**config.mk**
```make
export PLATFORM = sky130hd
export DESIGN_NAME = exe_stage_flat
export DESIGN_NICKNAME = d
export VERILOG_FILES = /design/src/rtl/exe_stage_pkg.sv /design/src/rtl/exe_stage_if.sv /design/src/rtl/exe_stage_alu.sv /design/src/rtl/exe_stage_div.sv /design/src/rtl/exe_stage.sv /design/src/flat_wrapper.sv
export SDC_FILE = /design/constraint.sdc
export NUM_CORES = 2
export LEC_CHECK = 0
export BUFFER_PORTS_ARGS = -buffer_cell sky130_fd_sc_hd__buf_2
export CORE_MARGIN = 1
export CORE_UTILIZATION = 40
export CTS_BUF_LIST = sky130_fd_sc_hd__clkbuf_8
export CTS_CLUSTER_SIZE = 12
export DETAILED_ROUTE_END_ITERATION = 10
export PLACE_DENSITY = 0.61
export SYNTH_ARGS = -nofsm -noshare
export SYNTH_HDL_FRONTEND = slang
export SYNTH_SLANG_ARGS = --single-unit
```
**constraint.sdc**
```tcl
create_clock -name clk -period 10.8 [get_ports clk]
set_clock_uncertainty 0.05 [all_clocks]
set_input_delay 0.54 -clock clk [delete_from_list [all_inputs] [get_ports clk]]
set_output_delay 0.54 -clock clk [all_outputs]
set_load 0.05 [all_outputs]
```
**src/rtl/exe_stage_pkg.sv**
```systemverilog
// Shared definitions for the execute stage: ALU/MD op codes, divider constants, payload struct.
package exe_stage_pkg;

  localparam int DIV_STEPS = 32;

  localparam logic [4:0] ALU_ADD  = 5'd0;
  localparam logic [4:0] ALU_SUB  = 5'd1;
  localparam logic [4:0] ALU_SLT  = 5'd2;
  localparam logic [4:0] ALU_SLTU = 5'd3;
  localparam logic [4:0] ALU_AND  = 5'd4;
  localparam logic [4:0] ALU_NOR  = 5'd5;
  localparam logic [4:0] ALU_OR   = 5'd6;
  localparam logic [4:0] ALU_XOR  = 5'd7;
  localparam logic [4:0] ALU_SLL  = 5'd8;
  localparam logic [4:0] ALU_SRL  = 5'd9;
  localparam logic [4:0] ALU_SRA  = 5'd10;
  localparam logic [4:0] ALU_LUI  = 5'd11;
  localparam logic [4:0] ALU_ADDS = 5'd12;
  localparam logic [4:0] ALU_SUBS = 5'd13;

  localparam logic [3:0] MD_NONE  = 4'd0;
  localparam logic [3:0] MD_MULT  = 4'd1;
  localparam logic [3:0] MD_MULTU = 4'd2;
  localparam logic [3:0] MD_DIV   = 4'd3;
  localparam logic [3:0] MD_DIVU  = 4'd4;
  localparam logic [3:0] MD_MFHI  = 4'd5;
  localparam logic [3:0] MD_MFLO  = 4'd6;
  localparam logic [3:0] MD_MTHI  = 4'd7;
  localparam logic [3:0] MD_MTLO  = 4'd8;

  typedef enum logic [1:0] {DIV_IDLE, DIV_BUSY, DIV_DONE} div_state_e;

  typedef struct packed {
    logic [4:0]  alu_op;
    logic [31:0] src1;
    logic [31:0] src2;
    logic [31:0] rt_value;
    logic [4:0]  dest;
    logic [3:0]  md_op;
    logic        is_load;
    logic        mem_we;
  } es_payload_t;

endpackage

```
**src/rtl/exe_stage_if.sv**
```systemverilog
// ID -> EX decoded-operand bus with valid/allowin handshake.
interface exe_stage_if;
  logic        ds_valid;
  logic        es_allowin;
  logic [4:0]  ds_alu_op;
  logic [31:0] ds_src1;
  logic [31:0] ds_src2;
  logic [31:0] ds_rt_value;
  logic [4:0]  ds_dest;
  logic [3:0]  ds_md_op;
  logic        ds_is_load;
  logic        ds_mem_we;

  modport master (output ds_valid, ds_alu_op, ds_src1, ds_src2, ds_rt_value, ds_dest,
                  ds_md_op, ds_is_load, ds_mem_we, input es_allowin);
  modport slave  (input ds_valid, ds_alu_op, ds_src1, ds_src2, ds_rt_value, ds_dest,
                  ds_md_op, ds_is_load, ds_mem_we, output es_allowin);
endinterface

```
**src/rtl/exe_stage_alu.sv**
```systemverilog
// Combinational ALU; only ops 12/13 report signed overflow.
module alu
  import exe_stage_pkg::*;
(
  input  logic [4:0]  op,
  input  logic [31:0] src1,
  input  logic [31:0] src2,
  output logic [31:0] result,
  output logic        overflow
);
  logic [31:0] sum, diff;
  assign sum  = src1 + src2;
  assign diff = src1 - src2;

  always_comb begin
    result   = '0;
    overflow = 1'b0;
    case (op)
      ALU_ADD, ALU_ADDS: result = sum;
      ALU_SUB, ALU_SUBS: result = diff;
      ALU_SLT:  result = {31'b0, $signed(src1) < $signed(src2)};
      ALU_SLTU: result = {31'b0, src1 < src2};
      ALU_AND:  result = src1 & src2;
      ALU_NOR:  result = ~(src1 | src2);
      ALU_OR:   result = src1 | src2;
      ALU_XOR:  result = src1 ^ src2;
      ALU_SLL:  result = src2 << src1[4:0];
      ALU_SRL:  result = src2 >> src1[4:0];
      ALU_SRA:  result = $unsigned($signed(src2) >>> src1[4:0]);
      ALU_LUI:  result = {src2[15:0], 16'b0};
      default:  result = '0;
    endcase
    // overflow iff operand signs allow it and the result sign flips
    if (op == ALU_ADDS) overflow = (src1[31] == src2[31]) && (sum[31]  != src1[31]);
    if (op == ALU_SUBS) overflow = (src1[31] != src2[31]) && (diff[31] != src1[31]);
  end
endmodule

```
**src/rtl/exe_stage_div.sv**
```systemverilog
// Iterative restoring divider on magnitudes, one quotient bit per BUSY cycle, sign fix-up on output.
module div_iter
  import exe_stage_pkg::*;
#(
  parameter int DIV_STEPS = exe_stage_pkg::DIV_STEPS
) (
  input  logic        clk,
  input  logic        reset,
  input  logic        kill,
  input  logic        start,
  input  logic        sgn,
  input  logic        ack,
  input  logic [31:0] a,
  input  logic [31:0] b,
  output logic        busy,
  output logic        done,
  output logic [31:0] quot,
  output logic [31:0] rem
);
  localparam int CW = $clog2(DIV_STEPS);

  div_state_e    state;
  logic [CW-1:0] cnt;
  logic [31:0]   q, r, dvs;
  logic          neg_q, neg_r;
  logic [32:0]   rq;
  logic          ge;

  // Divisor 0 makes every trial succeed: quotient all ones, remainder = dividend magnitude.
  assign rq = {r, q[31]};
  assign ge = rq >= {1'b0, dvs};

  always_ff @(posedge clk) begin
    if (reset) begin
      state <= DIV_IDLE;
      cnt   <= '0;
      q     <= '0;
      r     <= '0;
      dvs   <= '0;
      neg_q <= 1'b0;
      neg_r <= 1'b0;
    end else if (kill) begin
      state <= DIV_IDLE;
      cnt   <= '0;
    end else begin
      case (state)
        DIV_IDLE: if (start) begin
          q     <= (sgn & a[31]) ? -a : a;
          dvs   <= (sgn & b[31]) ? -b : b;
          r     <= '0;
          neg_q <= sgn & (a[31] ^ b[31]);
          neg_r <= sgn & a[31];
          cnt   <= '0;
          state <= DIV_BUSY;
        end
        DIV_BUSY: begin
          r   <= ge ? 32'(rq - {1'b0, dvs}) : rq[31:0];
          q   <= {q[30:0], ge};
          cnt <= cnt + 1'b1;
          if (cnt == CW'(DIV_STEPS - 1)) state <= DIV_DONE;
        end
        DIV_DONE: if (ack) state <= DIV_IDLE;
        default:  state <= DIV_IDLE;
      endcase
    end
  end

  assign busy = (state == DIV_BUSY);
  assign done = (state == DIV_DONE);
  assign quot = neg_q ? -q : q;
  assign rem  = neg_r ? -r : r;
endmodule

```
**src/rtl/exe_stage.sv**
```systemverilog
// MIPS execute stage: operand register, ALU, HI/LO with mult and iterative div, MEM handoff, ID bypass.
module exe_stage
  import exe_stage_pkg::*;
#(
  parameter int DIV_STEPS = exe_stage_pkg::DIV_STEPS
) (
  input  logic             clk,
  input  logic             reset,
  input  logic             flush,
  exe_stage_if.slave       ds,
  input  logic             ms_allowin,
  output logic             es_to_ms_valid,
  output logic [31:0]      es_result,
  output logic [31:0]      es_rt_value,
  output logic [4:0]       es_dest,
  output logic             es_is_load,
  output logic             es_mem_we,
  output logic             es_exc_ov,
  output logic [4:0]       es_fwd_dest,
  output logic             es_fwd_load
);
  es_payload_t pl;
  logic        es_valid, es_ready_go, fire, is_div, div_busy, div_done, alu_ov, mul_sgn;
  logic [31:0] alu_res, quot, rem, hi, lo;
  logic [63:0] ext1, ext2, prod;

  assign is_div         = (pl.md_op == MD_DIV) || (pl.md_op == MD_DIVU);
  assign es_ready_go    = ~is_div | div_done;
  assign ds.es_allowin  = ~es_valid | (es_ready_go & ms_allowin);
  assign es_to_ms_valid = es_valid & es_ready_go & ~flush;
  assign fire           = es_to_ms_valid & ms_allowin;

  always_ff @(posedge clk) begin
    if (reset) begin
      es_valid <= 1'b0;
      pl       <= '0;
    end else begin
      if (flush)              es_valid <= 1'b0;
      else if (ds.es_allowin) es_valid <= ds.ds_valid;
      if (ds.es_allowin & ds.ds_valid & ~flush)
        pl <= '{alu_op: ds.ds_alu_op, src1: ds.ds_src1, src2: ds.ds_src2,
                rt_value: ds.ds_rt_value, dest: ds.ds_dest, md_op: ds.ds_md_op,
                is_load: ds.ds_is_load, mem_we: ds.ds_mem_we};
    end
  end

  alu u_alu (
    .op(pl.alu_op), .src1(pl.src1), .src2(pl.src2), .result(alu_res), .overflow(alu_ov)
  );

  div_iter #(.DIV_STEPS(DIV_STEPS)) u_div (
    .clk, .reset, .kill(flush),
    .start(es_valid & is_div & ~div_busy & ~div_done),
    .sgn(pl.md_op == MD_DIV), .ack(fire), .a(pl.src1), .b(pl.src2),
    .busy(div_busy), .done(div_done), .quot, .rem
  );

  // Sign/zero-extend to 64 bits so one unsigned multiply serves mult and multu.
  assign mul_sgn = (pl.md_op == MD_MULT);
  assign ext1    = {{32{mul_sgn & pl.src1[31]}}, pl.src1};
  assign ext2    = {{32{mul_sgn & pl.src2[31]}}, pl.src2};
  assign prod    = ext1 * ext2;

  // Committing only on fire keeps a stalled instruction to a single HI/LO write.
  always_ff @(posedge clk) begin
    if (reset) begin
      hi <= '0;
      lo <= '0;
    end else if (fire & ~alu_ov) begin
      case (pl.md_op)
        MD_MULT, MD_MULTU: {hi, lo} <= prod;
        MD_DIV, MD_DIVU: begin
          lo <= quot;
          hi <= rem;
        end
        MD_MTHI: hi <= pl.src1;
        MD_MTLO: lo <= pl.src1;
        default: ;
      endcase
    end
  end

  assign es_result   = (pl.md_op == MD_MFHI) ? hi :
                       (pl.md_op == MD_MFLO) ? lo : alu_res;
  assign es_rt_value = pl.rt_value;
  assign es_dest     = alu_ov ? 5'd0 : pl.dest;
  assign es_is_load  = pl.is_load;
  assign es_mem_we   = pl.mem_we & ~alu_ov;
  assign es_exc_ov   = alu_ov;
  assign es_fwd_dest = es_valid ? es_dest : 5'd0;
  assign es_fwd_load = es_valid & pl.is_load;
endmodule
```
**src/flat_wrapper.sv**
```systemverilog
// flat-port wrapper written by rule: the top's interface ports become plain ports
module exe_stage_flat import exe_stage_pkg::*;
#(
  parameter int DIV_STEPS = exe_stage_pkg::DIV_STEPS
)
  (clk, reset, flush, ms_allowin, es_to_ms_valid, es_result, es_rt_value, es_dest, es_is_load, es_mem_we, es_exc_ov, es_fwd_dest, es_fwd_load, ds_ds_valid, ds_ds_alu_op, ds_ds_src1, ds_ds_src2, ds_ds_rt_value, ds_ds_dest, ds_ds_md_op, ds_ds_is_load, ds_ds_mem_we, ds_es_allowin);
  exe_stage_if ds_i ();
  input  logic clk;
  input  logic reset;
  input  logic flush;
  input  logic ms_allowin;
  output logic es_to_ms_valid;
  output logic [31:0] es_result;
  output logic [31:0] es_rt_value;
  output logic [4:0] es_dest;
  output logic es_is_load;
  output logic es_mem_we;
  output logic es_exc_ov;
  output logic [4:0] es_fwd_dest;
  output logic es_fwd_load;
  input wire logic [$bits(ds_i.ds_valid)-1:0] ds_ds_valid;
  input wire logic [$bits(ds_i.ds_alu_op)-1:0] ds_ds_alu_op;
  input wire logic [$bits(ds_i.ds_src1)-1:0] ds_ds_src1;
  input wire logic [$bits(ds_i.ds_src2)-1:0] ds_ds_src2;
  input wire logic [$bits(ds_i.ds_rt_value)-1:0] ds_ds_rt_value;
  input wire logic [$bits(ds_i.ds_dest)-1:0] ds_ds_dest;
  input wire logic [$bits(ds_i.ds_md_op)-1:0] ds_ds_md_op;
  input wire logic [$bits(ds_i.ds_is_load)-1:0] ds_ds_is_load;
  input wire logic [$bits(ds_i.ds_mem_we)-1:0] ds_ds_mem_we;
  output wire logic [$bits(ds_i.es_allowin)-1:0] ds_es_allowin;
  assign ds_i.ds_valid = ds_ds_valid;
  assign ds_i.ds_alu_op = ds_ds_alu_op;
  assign ds_i.ds_src1 = ds_ds_src1;
  assign ds_i.ds_src2 = ds_ds_src2;
  assign ds_i.ds_rt_value = ds_ds_rt_value;
  assign ds_i.ds_dest = ds_ds_dest;
  assign ds_i.ds_md_op = ds_ds_md_op;
  assign ds_i.ds_is_load = ds_ds_is_load;
  assign ds_i.ds_mem_we = ds_ds_mem_we;
  assign ds_es_allowin = ds_i.es_allowin;
  exe_stage #(.DIV_STEPS(DIV_STEPS)) u_core (.clk(clk), .reset(reset), .flush(flush), .ds(ds_i), .ms_allowin(ms_allowin), .es_to_ms_valid(es_to_ms_valid), .es_result(es_result), .es_rt_value(es_rt_value), .es_dest(es_dest), .es_is_load(es_is_load), .es_mem_we(es_mem_we), .es_exc_ov(es_exc_ov), .es_fwd_dest(es_fwd_dest), .es_fwd_load(es_fwd_load));
endmodule
```
==> results.json <==
{
  "reg2regPathDepth": 24,
  "grt_use_total_pct": 35.2,
  "drc": 0,
  "rrSetupSlack_ns": 0.76,
  "ios": 197,
  "synth_area_um2": 61900,
  "total_power_mw": 4.27,
  "status": "finished clean",
  "rsz0062_at_grt": "no",
  "routedWlPerCell_um": 28.2,
  "fp.dieW_um": 395,
  "path_clk_slew_ns": 0.06,
  "yosysWarnings": 0,
  "max_slew_margin_pct": 1.47,
  "die-area_um2": 156000,
  "min-delay-start": "ds_ds_src1[10]",
  "numCtsBuffers": 58,
  "irDropWorstVdd_v": 0.000100,
  "min_to": "u_core.ext1[10]",
  "worstMarginPinSlew_ns": 1.48,
  "antenna_found_initial": 14,
  "initial_core_util_pct": 40.5,
  "initialDrtViolationCount": 6552,
  "async_flop_share_pct": 0,
  "report.final.slew_viol_count": 0,
  "cp_slowest_stage_delay_ns": 0.87,
  "totalWireLength_mm": 275,
  "timing.rr.start": "u_core.pl[5]",
  "syn_area_per_cell_um2": 8.07,
  "yosysTopAreaCellShare_pct": 36.5,
  "power_leakage_nw": 28.8,
  "vias": 57100,
  "cp-start-kind": "flip-flop",
  "numClockSinks": 282,
  "drtPass1Iterations": 8,
  "period_needed_ns": 10.04,
  "path_class": "flip-flop to flip-flop",
  "area_delta_synth_final_pct": 8.45,
  "required_ns": 11.46,
  "yosysUniqueCellTypes": 97,
  "grt_start_max_net_pins": 159,
  "drv_cap": 0,
  "finalHoldViolations": 0,
  "clock_latency_ns": 0.87,
  "yosysTopAreaCell": "fa_1",
  "arrival_ns": 10.70,
  "preCtsSetupSlack_ns": 1.19,
  "fin_nets": 9249,
  "ant_nets": 0,
  "slowest_stage": "xor2_1",
  "cp_common_cell": "fa_1",
  "crit_fanout": 12,
  "timing.final.crit_share_pct": 93.0,
  "die_y_um": 395,
  "drive_gt1_share_pct": 8.40,
  "hpwl_mm": 214,
  "netlist_instances": 7663,
  "grt-ovfl-total": 0,
  "grt_pass1_wl_mm": 400,
  "cts_tree": "done",
  "powerDensity_nw_per_um2": 63.6,
  "min_path_type": "primary input to flip-flop",
  "cp_cell_sequence": "nand2b_1 > nor3_1 > nand2_1 > nor2_1 > fa_1 > inv_1 > fa_1 > fa_1 > fa_1 > fa_1 > fa_1 > fa_1 > fa_1 > inv_1 > ha_1 > and3_1 > nand2_1 > nor2_1 > and4_1 > o211ai_1 > a41oi_1 > xor2_1 > a221oi_1 > a211oi_1",
  "ys_seq_elements": 282,
  "cts-root-buf": "clkbuf_8",
  "viasPerCell": 5.86,
  "cts_resized": 0,
  "endpoint_kind": "flip-flop",
  "clock.fmax_mhz": 99.6,
  "tns_ns": 0,
  "hold_depth": 3,
  "gp_congestion": 1.07,
  "ys_seq_area_share_pct": 9.13,
  "setup_viol": 0,
  "io_buffers": 196,
  "synthTopCellsByArea": "fa_1, dfxtp_1, inv_1",
  "synthesis.nets": 9254,
  "synth_ff_type": "dfxtp_1",
  "synth_edf_count": 0,
  "grt_pass1_vias": 57700,
  "post_cts_buffers": 0,
  "r2r_end": "u_core.hi[12]",
  "cts_buffer_depth": 3,
  "h-tree-depth": 2,
  "core-area_um2": 153000,
  "num_rows": 143,
  "final.setup.worst_slack_ns": 0.756
}
cells by family after synthesis:
family                     count (synthesis)  share of synthesized area, %
AOI/OAI and AO/OA                       1317                          13.8
xor gates and xnor gates                 213                          3.02
adders and majority gates               1474                          43.5
buffers and inverters                   1861                          11.6
DFF                                      282                          9.13
muxes                                    133                          3.10
and+or+nand+nor                         2383                          15.9
cells in the mapped netlist, types with 56 or more instances:
cell type,number
inv_1,1285
nand2_1,1218
fa_1,1128
nor2_1,817
a21oi_1,415
clkbuf_1,372
ha_1,346
dfxtp_1,282
o21ai_0,253
a211oi_1,138
xnor2_1,138
buf_1,120
xor2_1,75
mux2i_1,71
a21o_1,70
a221oi_1,69
nor3_1,57
nand3_1,56
state kept, by name, indices dropped and copies added, names as in the netlist:
signal,flops
u_core.ext1,32
u_core.u_div.neg_r,1
u_core.es_rt_value,32
u_core.u_div.neg_q,1
u_core.lo,32
u_core.pl,15
u_core.u_div.cnt,5
u_core.hi,32
u_core.u_div.state,2
u_core.es_is_load,1
u_core.u_div.dvs,32
u_core.ext2,32
u_core.es_valid,1
u_core.u_div.q,32
u_core.u_div.r,32
worst max-delay path by stage:
stage	from	to	slack (ns)
after floorplan	u_core.ext1[1]	u_core.hi[31]	1.85
after global placement	u_core.ext2[4]	u_core.hi[27]	1.28
after detailed placement	u_core.pl[2]	u_core.hi[28]	1.19
after CTS	u_core.ext2[3]	u_core.hi[31]	1.13
after global routing	u_core.pl[2]	u_core.hi[28]	0.64
final	u_core.pl[5]	u_core.hi[12]	0.76
stage by stage:
step,util (%),std cells,cell area [um^2],hold WS [ns]
CTS,43.9,9732,67100,0.00151
global placement,42.4,9525,64700,0.389
finish,43.9,9740,67100,0.0156
detailed placement,42.4,9525,64700,0.393
floorplan,-,7663,61900,0.382
global route,43.9,9738,67100,0.0199
metal layers:
| layer | track usage, % | routed length (um) | up-vias | part of all wire, % |
|---|---|---|---|---|
| li1 | - | - | 24200 | - |
| met1 | 45.9 | 107000 | 28900 | 39 |
| met2 | 53.0 | 119000 | 3200 | 43 |
| met3 | 7.88 | 28500 | 723 | 10 |
| met4 | 21.8 | 20500 | 6 | 7.5 |
| met5 | 0 | 45 | - | 0.016 |
layout by cell type (no fill, tap or decap), types with 56 or more instances in the layout:
cell type	instances
dlygate4sd3_1	103
clkbuf_8	68
nor2_1	810
mux2i_1	71
a211oi_1	138
fa_1	1128
buf_2	195
xnor2_1	138
a21oi_1	414
o21ai_0	253
inv_1	1301
dfxtp_1	252
buf_4	182
nor3_1	56
nand2_1	1217
ha_1	346
a21o_1	69
nand3_1	56
xor2_1	75
a221oi_1	69
repair_timing:
item	4_1_cts	5_1_grt
hold endpoints to repair	103	0
setup endpoints to repair	0	0
hold buffers	103	0
where the power goes:
group | internal, mW | total, mW | switching, mW
Clock | 0.743 | 1.36 | 0.622
Combinational | 0.523 | 1.77 | 1.24
Sequential | 1.06 | 1.14 | 0.0743
Total | 2.33 | 4.27 | 1.94
layout make-up:
cell class                 count  area, um^2
fill                       15500       85700
multi-input combinational   5520       49100
sequential                   282        5700
inverter                    1309        4910
timing repair buffer         487        3510
tap                         2030        2540
clock buffer                  68         936
clock inverter                36         364
antenna                        8        20.0
critical path: cells and delay by family, from the launching register on:
| kind | cells | cell delay [ns] |
|---|---|---|
| AO/OA/AOI/OAI | 4 | 1.40 |
| XOR/XNOR | 1 | 0.87 |
| adder cells (fa/ha/maj) | 9 | 4.20 |
| buffers and inverters | 2 | 0.13 |
| flip-flops | 1 | 0.39 |
| AND/OR/NAND/NOR | 8 | 2.88 |
Power figures use the tool's default switching activity.
